### config.mk
export PLATFORM = sky130hd
export DESIGN_NAME = async_fifo_burst_reader_flat
export DESIGN_NICKNAME = d
export VERILOG_FILES = /design/src/rtl/async_fifo_burst_reader_pkg.sv /design/src/rtl/async_fifo_burst_reader_if.sv /design/src/rtl/burst_reader_skid.sv /design/src/rtl/async_fifo_burst_reader.sv /design/src/flat_wrapper.sv
export SDC_FILE = /design/constraint.sdc
export NUM_CORES = 1
export LEC_CHECK = 0
export CAP_MARGIN = 20
export CORE_MARGIN = 1
export CORE_UTILIZATION = 28
export CTS_BUF_LIST = sky130_fd_sc_hd__clkbuf_8 sky130_fd_sc_hd__clkbuf_16
export DETAILED_ROUTE_END_ITERATION = 7
export DONT_BUFFER_PORTS = 1
export PLACE_DENSITY = 0.47
export SYNTH_ARGS = -nofsm -noshare
export SYNTH_HDL_FRONTEND = slang
export SYNTH_SLANG_ARGS = --single-unit
### constraint.sdc
create_clock -name clk_r -period 3.5 [get_ports clk_r]
set_input_delay 0.7 -clock clk_r [delete_from_list [all_inputs] [get_ports clk_r]]
set_output_delay 0.7 -clock clk_r [all_outputs]
set_load 0.01 [all_outputs]
### src/rtl/async_fifo_burst_reader_pkg.sv
// Shared types and default widths for the async FIFO read-side burst drain stage.
package async_fifo_burst_reader_pkg;

  localparam int unsigned FIFO_DATA_WIDTH = 32;
  localparam int unsigned FIFO_DEPTH      = 16;
  localparam int unsigned FIFO_ADDR_W     = $clog2(FIFO_DEPTH);
  localparam int unsigned BURST_LEN_DEF   = 4;
  localparam int unsigned CNT_W_DEF       = 8;

  typedef enum logic [1:0] {
    ST_IDLE   = 2'd0,
    ST_RUN    = 2'd1,
    ST_FINISH = 2'd2
  } state_e;

endpackage

### src/rtl/async_fifo_burst_reader_if.sv
// FIFO read port plus output stream and status of the burst reader.
interface async_fifo_burst_reader_if
  import async_fifo_burst_reader_pkg::*;
#(
  parameter int unsigned DATA_WIDTH = FIFO_DATA_WIDTH,
  parameter int unsigned CNT_W      = CNT_W_DEF
);
  logic                  enable;
  logic                  fifo_empty;
  logic [DATA_WIDTH-1:0] fifo_rdata;
  logic                  fifo_rd_en;
  logic                  m_valid;
  logic                  m_ready;
  logic [DATA_WIDTH-1:0] m_data;
  logic                  m_last;
  logic [CNT_W-1:0]      words_out;
  logic                  busy;

  modport master (
    input  enable, fifo_empty, fifo_rdata, m_ready,
    output fifo_rd_en, m_valid, m_data, m_last, words_out, busy
  );

  modport slave (
    output enable, fifo_empty, fifo_rdata, m_ready,
    input  fifo_rd_en, m_valid, m_data, m_last, words_out, busy
  );
endinterface

### src/rtl/burst_reader_skid.sv
// Two-entry in-order output buffer; head entry drives the stream directly from flops.
module burst_reader_skid #(
  parameter int unsigned DATA_WIDTH = 32
) (
  input  logic                  clk_r,
  input  logic                  rst,
  input  logic                  push_i,
  input  logic [DATA_WIDTH-1:0] push_data_i,
  input  logic                  push_last_i,
  input  logic                  pop_i,
  output logic                  valid_o,
  output logic [DATA_WIDTH-1:0] data_o,
  output logic                  last_o,
  output logic [1:0]            occ_o
);

  logic                  head_vld_q, head_vld_d, tail_vld_q, tail_vld_d;
  logic                  head_last_q, head_last_d, tail_last_q, tail_last_d;
  logic [DATA_WIDTH-1:0] head_q, head_d, tail_q, tail_d;
  logic                  do_pop_c;

  // Pushes never arrive when full without a pop: read issue reserves the slot.
  always_comb begin
    head_vld_d  = head_vld_q;
    tail_vld_d  = tail_vld_q;
    head_last_d = head_last_q;
    tail_last_d = tail_last_q;
    head_d      = head_q;
    tail_d      = tail_q;
    do_pop_c    = pop_i && head_vld_q;
    if (do_pop_c) begin
      if (tail_vld_q) begin
        head_d      = tail_q;
        head_last_d = tail_last_q;
        if (push_i) begin
          tail_d      = push_data_i;
          tail_last_d = push_last_i;
        end else begin
          tail_vld_d = 1'b0;
        end
      end else if (push_i) begin
        head_d      = push_data_i;
        head_last_d = push_last_i;
      end else begin
        head_vld_d = 1'b0;
      end
    end else if (push_i) begin
      if (!head_vld_q) begin
        head_d      = push_data_i;
        head_last_d = push_last_i;
        head_vld_d  = 1'b1;
      end else begin
        tail_d      = push_data_i;
        tail_last_d = push_last_i;
        tail_vld_d  = 1'b1;
      end
    end
  end

  always_ff @(posedge clk_r or negedge rst) begin
    if (!rst) begin
      head_vld_q  <= 1'b0;
      tail_vld_q  <= 1'b0;
      head_last_q <= 1'b0;
      tail_last_q <= 1'b0;
      head_q      <= '0;
      tail_q      <= '0;
    end else begin
      head_vld_q  <= head_vld_d;
      tail_vld_q  <= tail_vld_d;
      head_last_q <= head_last_d;
      tail_last_q <= tail_last_d;
      head_q      <= head_d;
      tail_q      <= tail_d;
    end
  end

  assign valid_o = head_vld_q;
  assign data_o  = head_q;
  assign last_o  = head_last_q;
  assign occ_o   = {head_vld_q & tail_vld_q, head_vld_q ^ tail_vld_q};

endmodule

### src/rtl/async_fifo_burst_reader.sv
// Drains the async FIFO read port into a valid/ready stream framed into fixed-length bursts.
module async_fifo_burst_reader
  import async_fifo_burst_reader_pkg::*;
#(
  parameter int unsigned DATA_WIDTH = FIFO_DATA_WIDTH,
  parameter int unsigned BURST_LEN  = BURST_LEN_DEF,
  parameter int unsigned CNT_W      = CNT_W_DEF
) (
  input  logic                       clk_r,
  input  logic                       rst,
  async_fifo_burst_reader_if.master  bus
);

  localparam int unsigned BW = (BURST_LEN > 2) ? $clog2(BURST_LEN) : 1;
  localparam logic [BW-1:0] LAST_IDX = BW'(BURST_LEN - 1);

  state_e           state_q, state_d;
  logic [BW-1:0]    fetch_cnt_q, fetch_cnt_d, cap_cnt_q, cap_cnt_d;
  logic [CNT_W-1:0] words_q, words_d;
  logic             inflight_q, busy_q, busy_d;
  logic             rd_en_c, pop_c, fetch_wrap_c;
  logic [2:0]       fill_c, occ_next_c;
  logic             sk_valid, sk_last;
  logic [1:0]       sk_occ;
  logic [DATA_WIDTH-1:0] sk_data;

  assign pop_c        = sk_valid && bus.m_ready;
  assign fill_c       = 3'(sk_occ) + 3'(inflight_q);
  assign fetch_wrap_c = rd_en_c && (fetch_cnt_q == LAST_IDX);

  always_ff @(posedge clk_r or negedge rst) begin
    if (!rst) state_q <= ST_IDLE;
    else      state_q <= state_d;
  end

  always_comb begin
    state_d = state_q;
    unique case (state_q)
      ST_IDLE:   if (bus.enable) state_d = ST_RUN;
      ST_RUN:    if (!bus.enable) state_d = (fetch_cnt_q == '0) ? ST_IDLE : ST_FINISH;
      ST_FINISH: begin
        if (bus.enable)        state_d = ST_RUN;
        else if (fetch_wrap_c) state_d = ST_IDLE;
      end
      default:   state_d = ST_IDLE;
    endcase
  end

  // Issue a read only if the word it returns is guaranteed a buffer slot.
  always_comb begin
    rd_en_c = 1'b0;
    if ((state_q != ST_IDLE) && !bus.fifo_empty && (fill_c < (3'd2 + 3'(pop_c))))
      rd_en_c = 1'b1;
  end

  // cap_cnt tracks the burst position of each captured word; capture order equals accept order.
  always_comb begin
    fetch_cnt_d = fetch_cnt_q;
    cap_cnt_d   = cap_cnt_q;
    if (rd_en_c)
      fetch_cnt_d = (fetch_cnt_q == LAST_IDX) ? '0 : fetch_cnt_q + BW'(1);
    if (inflight_q)
      cap_cnt_d = (cap_cnt_q == LAST_IDX) ? '0 : cap_cnt_q + BW'(1);
    words_d    = words_q + CNT_W'(pop_c);
    occ_next_c = fill_c - 3'(pop_c);
    busy_d     = (state_d != ST_IDLE) || (occ_next_c != 3'd0) || rd_en_c;
  end

  always_ff @(posedge clk_r or negedge rst) begin
    if (!rst) begin
      fetch_cnt_q <= '0;
      cap_cnt_q   <= '0;
      words_q     <= '0;
      inflight_q  <= 1'b0;
      busy_q      <= 1'b0;
    end else begin
      fetch_cnt_q <= fetch_cnt_d;
      cap_cnt_q   <= cap_cnt_d;
      words_q     <= words_d;
      inflight_q  <= rd_en_c;
      busy_q      <= busy_d;
    end
  end

  burst_reader_skid #(.DATA_WIDTH(DATA_WIDTH)) u_skid (
    .clk_r       (clk_r),
    .rst         (rst),
    .push_i      (inflight_q),
    .push_data_i (bus.fifo_rdata),
    .push_last_i (cap_cnt_q == LAST_IDX),
    .pop_i       (bus.m_ready),
    .valid_o     (sk_valid),
    .data_o      (sk_data),
    .last_o      (sk_last),
    .occ_o       (sk_occ)
  );

  assign bus.fifo_rd_en = rd_en_c;
  assign bus.m_valid    = sk_valid;
  assign bus.m_data     = sk_data;
  assign bus.m_last     = sk_last;
  assign bus.words_out  = words_q;
  assign bus.busy       = busy_q;

endmodule

### src/flat_wrapper.sv
// flat-port wrapper written by rule: the top's interface ports become plain ports
module async_fifo_burst_reader_flat import async_fifo_burst_reader_pkg::*;
#(
  parameter int unsigned DATA_WIDTH = FIFO_DATA_WIDTH,
  parameter int unsigned BURST_LEN  = BURST_LEN_DEF,
  parameter int unsigned CNT_W      = CNT_W_DEF
)
  (clk_r, rst, bus_enable, bus_fifo_empty, bus_fifo_rdata, bus_m_ready, bus_fifo_rd_en, bus_m_valid, bus_m_data, bus_m_last, bus_words_out, bus_busy);
  async_fifo_burst_reader_if #(.DATA_WIDTH(DATA_WIDTH), .CNT_W(CNT_W)) bus_i ();
  input  logic clk_r;
  input  logic rst;
  input wire logic [$bits(bus_i.enable)-1:0] bus_enable;
  input wire logic [$bits(bus_i.fifo_empty)-1:0] bus_fifo_empty;
  input wire logic [$bits(bus_i.fifo_rdata)-1:0] bus_fifo_rdata;
  input wire logic [$bits(bus_i.m_ready)-1:0] bus_m_ready;
  output wire logic [$bits(bus_i.fifo_rd_en)-1:0] bus_fifo_rd_en;
  output wire logic [$bits(bus_i.m_valid)-1:0] bus_m_valid;
  output wire logic [$bits(bus_i.m_data)-1:0] bus_m_data;
  output wire logic [$bits(bus_i.m_last)-1:0] bus_m_last;
  output wire logic [$bits(bus_i.words_out)-1:0] bus_words_out;
  output wire logic [$bits(bus_i.busy)-1:0] bus_busy;
  assign bus_i.enable = bus_enable;
  assign bus_i.fifo_empty = bus_fifo_empty;
  assign bus_i.fifo_rdata = bus_fifo_rdata;
  assign bus_i.m_ready = bus_m_ready;
  assign bus_fifo_rd_en = bus_i.fifo_rd_en;
  assign bus_m_valid = bus_i.m_valid;
  assign bus_m_data = bus_i.m_data;
  assign bus_m_last = bus_i.m_last;
  assign bus_words_out = bus_i.words_out;
  assign bus_busy = bus_i.busy;
  async_fifo_burst_reader #(.DATA_WIDTH(DATA_WIDTH), .BURST_LEN(BURST_LEN), .CNT_W(CNT_W)) u_core (.clk_r(clk_r), .rst(rst), .bus(bus_i));
endmodule
==> results.txt <==
- Run status: finished, final reports clean
- In the routed layout, each cell is associated on average with a via count of 4.62.
* Placement Rows: 42
* Pleak: 1.97 nW
* Most frequent cells in the layout: 84 x sky130_fd_sc_hd__dfrtp_1, 40 x sky130_fd_sc_hd__mux2_2, 32 x sky130_fd_sc_hd__a22o_1
* Number of global-route vias before repair: 2219
* Placed wire-length estimate: 4780 um
* 1st-pass router iterations: 4
* Post-CTS setup repair buffer count: 0
- In the synthesized netlist the dominant register cell turns out to be sky130_fd_sc_hd__dfrtp_1.
- Endpoints failing setup: 0
- Once the floorplan was initialized, standard cells occupied 29.0% of the core.
- Number of instances in the synthesized netlist: 263
- Minimum period implied by the final worst setup slack: 3.13 ns
- Die ar.: 14300 um2
- Slowest cell on crit path: sky130_fd_sc_hd__dfrtp_1
- Register-to-register setup slack: 0.71 ns
- Post-Route Skew: 0.00411 ns
- The worst setup path is of the reg2out kind.
* Cell at the root of the clock tree: sky130_fd_sc_hd__clkbuf_16
- Averaged over all synthesized cells, the footprint is 14.7 um2.
- The repair_antennas step left the layout with diodes totalling 0.
- In the final timing run, aggregate negative setup slack is 0 ns.
- After the flow finishes, the layout carries non-filler instances totaling 445.
- Via count: 2058
* Max Slew Vio Count: 0
- Layout-stage area growth over the synthesis result: 12.8%
* Placeable core region: 13300 um2
- At the end of the flow the core is filled with cells to 32.7%.
- Maximum root-to-sink buffer count: 2
- # IOs: 81
- IR analysis of the VDD net gives a maximum drop of 364 uV.
* Cell Area, Synth: 3870 um2
* Number of DRC violations after detailed routing: 0
* Worst-margin pin slew: 0.748 ns
- For this run, the top clock speed supported by timing is 0.319 GHz.
- Cell class contributing the biggest share of worst-path delay: adder cells
- Once placement completed, the tool counted placed cells totaling 429.
* Count of input and output buffers: 0
- Setup repair after global routing left no endpoint under its margin.
- For this run, the number of Yosys warnings is 0.
- Counting flops with a built-in enable in the synthesized netlist gives 0.
- In the final design database the tool counted 314 nets.
- Clock transition time at the flip-flop clock pins of the worst setup and hold paths: 0.06 ns
- CTS Hold Bufs: 0
- Traced cell by cell, the critical path runs through fa_1, inv_1, ha_1, inv_1, fa_1, nor3_1, buf_4.
* Total clock sinks: 84
- The library cell used most frequently in the layout, excluding fill and tap cells, is sky130_fd_sc_hd__dfrtp_1.
- Routed len/inst: 16.6 um
* Startpoint type of the worst setup path: flip-flop
- On the worst path, the slowest cell contributes a delay of 0.61 ns.
- Pin count of the biggest net entering global routing: 85
- In this run, post-CTS repair resized a total of 0 instances.
- Counting the buffers created by CTS gives 9.
- Arrival time of data at the critical path endpoint: 2.43 ns
- The congestion estimate from routability-driven global placement came to 0.700.
* Share of async-settable or async-resettable flops after synthesis: 100%
- Post-synthesis sequential element count: 84
* Total power of the final layout: 4.32 mW
- CTS tree: built
- The tool flagged a number of max-cap violations equal to 0.
- Measured along the y axis, the die boundary spans 120 um.
- Sequential cells were found to cover 54.3% of the synthesized design area.
* Total global-route track usage: 11.6%
* Type of the worst min-delay path: in2async
- Share of the cycle needed by the critical path after routing: 89.4%
- Together, buffers and inverters on the worst path number 3.
* X dimension of the die: 120 um
- The first global-routing pass estimated 12300 um of wire.
- Fill cells in the final layout number 1339.
- Highest net fanout along the worst path: 12
- First-iteration detailed-routing DRC count: 59
- Mapped Nets: 313
* Fraction of final layout cells with drive strength greater than 1: 34.9%
- Global routing finished with a remaining overflow of 0.
* CTS H-tree lvls: 3
- In this run the power density over the cells is 990 nW/um2.
* Number of distinct library cells after synthesis: 36
* Number of failing hold endpoints at the final stage: 0
* Required time of the worst setup path: 2.80 ns
- Residual antenna-violating net count after detailed routing: 0
- Worst-skew pair later-pin latency: 0.34 ns
* Kind of end point of the critical path: output port
- The initial antenna violation count was 0.
- Wires add up to 7390 um.
- The worst pin sits at a relative slew slack of 50.1%.
-- flip-flops by register name, indices dropped and copies added (netlist names) --
register / flops
u_core.bus.busy: 1
u_core.bus.words_out: 8
u_core.cap_cnt_q: 2
u_core.fetch_cnt_q: 2
u_core.inflight_q: 1
u_core.state_q: 2
u_core.u_skid.data_o: 32
u_core.u_skid.last_o: 1
u_core.u_skid.tail_last_q: 1
u_core.u_skid.tail_q: 32
u_core.u_skid.tail_vld_q: 1
u_core.u_skid.valid_o: 1
-- per-stage QoR --
step / setup WS (ns) / hold WS, ns / area [um2]
3_5_place_dp: 0.716 / 0.406 / 4030
5_1_grt: 0.115 / 0.0229 / 4370
4_1_cts: 0.325 / 0.0278 / 4370
2_1_floorplan: 0.683 / 0.404 / 3870
3_3_place_gp: 0.738 / 0.406 / 4030
6_report: 0.370 / 0.0498 / 4370
-- Yosys cell counts (2+ instances only) --
cell type                   n  share of area (%)
sky130_fd_sc_hd__nand2_1    3               0.29
sky130_fd_sc_hd__a22o_1    32                7.2
sky130_fd_sc_hd__clkbuf_1   3               0.29
sky130_fd_sc_hd__and3_1     2               0.32
sky130_fd_sc_hd__nor2_1     3               0.29
sky130_fd_sc_hd__o21ai_0    2               0.26
sky130_fd_sc_hd__ha_1      11                3.6
sky130_fd_sc_hd__dfrtp_1   84                 54
sky130_fd_sc_hd__fa_1       2                1.0
sky130_fd_sc_hd__mux2_2    40                 12
sky130_fd_sc_hd__nand3_1    6               0.78
sky130_fd_sc_hd__buf_8      3                1.2
sky130_fd_sc_hd__inv_1      9               0.87
sky130_fd_sc_hd__buf_2      7               0.91
sky130_fd_sc_hd__mux2_4    29                 11
sky130_fd_sc_hd__nand2b_1   2               0.32
sky130_fd_sc_hd__xnor2_1    6                1.4
-- metal layers --
| layer | global-route usage, % | vias to the layer above | wire, um |
|---|---|---|---|
| li1 | - | 950 | - |
| met1 | 13.9 | 1036 | 3260 |
| met2 | 17.6 | 62 | 3380 |
| met3 | 5.13 | 10 | 588 |
| met4 | 5.86 | 0 | 166 |
| met5 | 0 | - | 0 |
-- cell families after synthesis --
group | count (synthesis) | synth area share, %
compound gates | 41 | 8.96
xor+xnor | 7 | 1.58
fa+ha+maj | 13 | 4.59
buf+inv | 23 | 3.52
flops | 84 | 54.3
mux | 69 | 22.9
simple gates | 26 | 4.11
-- power by group --
group | internal [mW] | switching (mW)
clock | 0.696 | 0.390
sequential | 1.44 | 0.425
combinational | 0.843 | 0.531
total | 2.98 | 1.35
-- area by class of cell --
cell class	count	area, um2	area share [%]
sequential	84	2100	48.2
multi-input combinational	156	1640	37.5
clock buffer	9	225	5.16
tap	176	220	5.04
clock inverter	7	115	2.64
inverter	9	33.8	0.774
timing repair buffer	4	30.0	0.688
-- path summary, 6_finish.rpt --
kind / cells after the start / end / start
max: 7 / bus_fifo_rd_en / u_core.u_skid.valid_o
min reg2reg: 1 / u_core.u_skid.tail_q[16] / u_core.u_skid.tail_q[16]
max reg2reg: 8 / u_core.bus.busy / u_core.u_skid.valid_o
max in group asynchronous: 0 / u_core.u_skid.tail_q[19] / rst
min in group clk_r: 1 / u_core.state_q[1] / bus_enable
min: 0 / u_core.u_skid.data_o[28] / rst
Note: power is estimated with default switching activity, not from simulation.
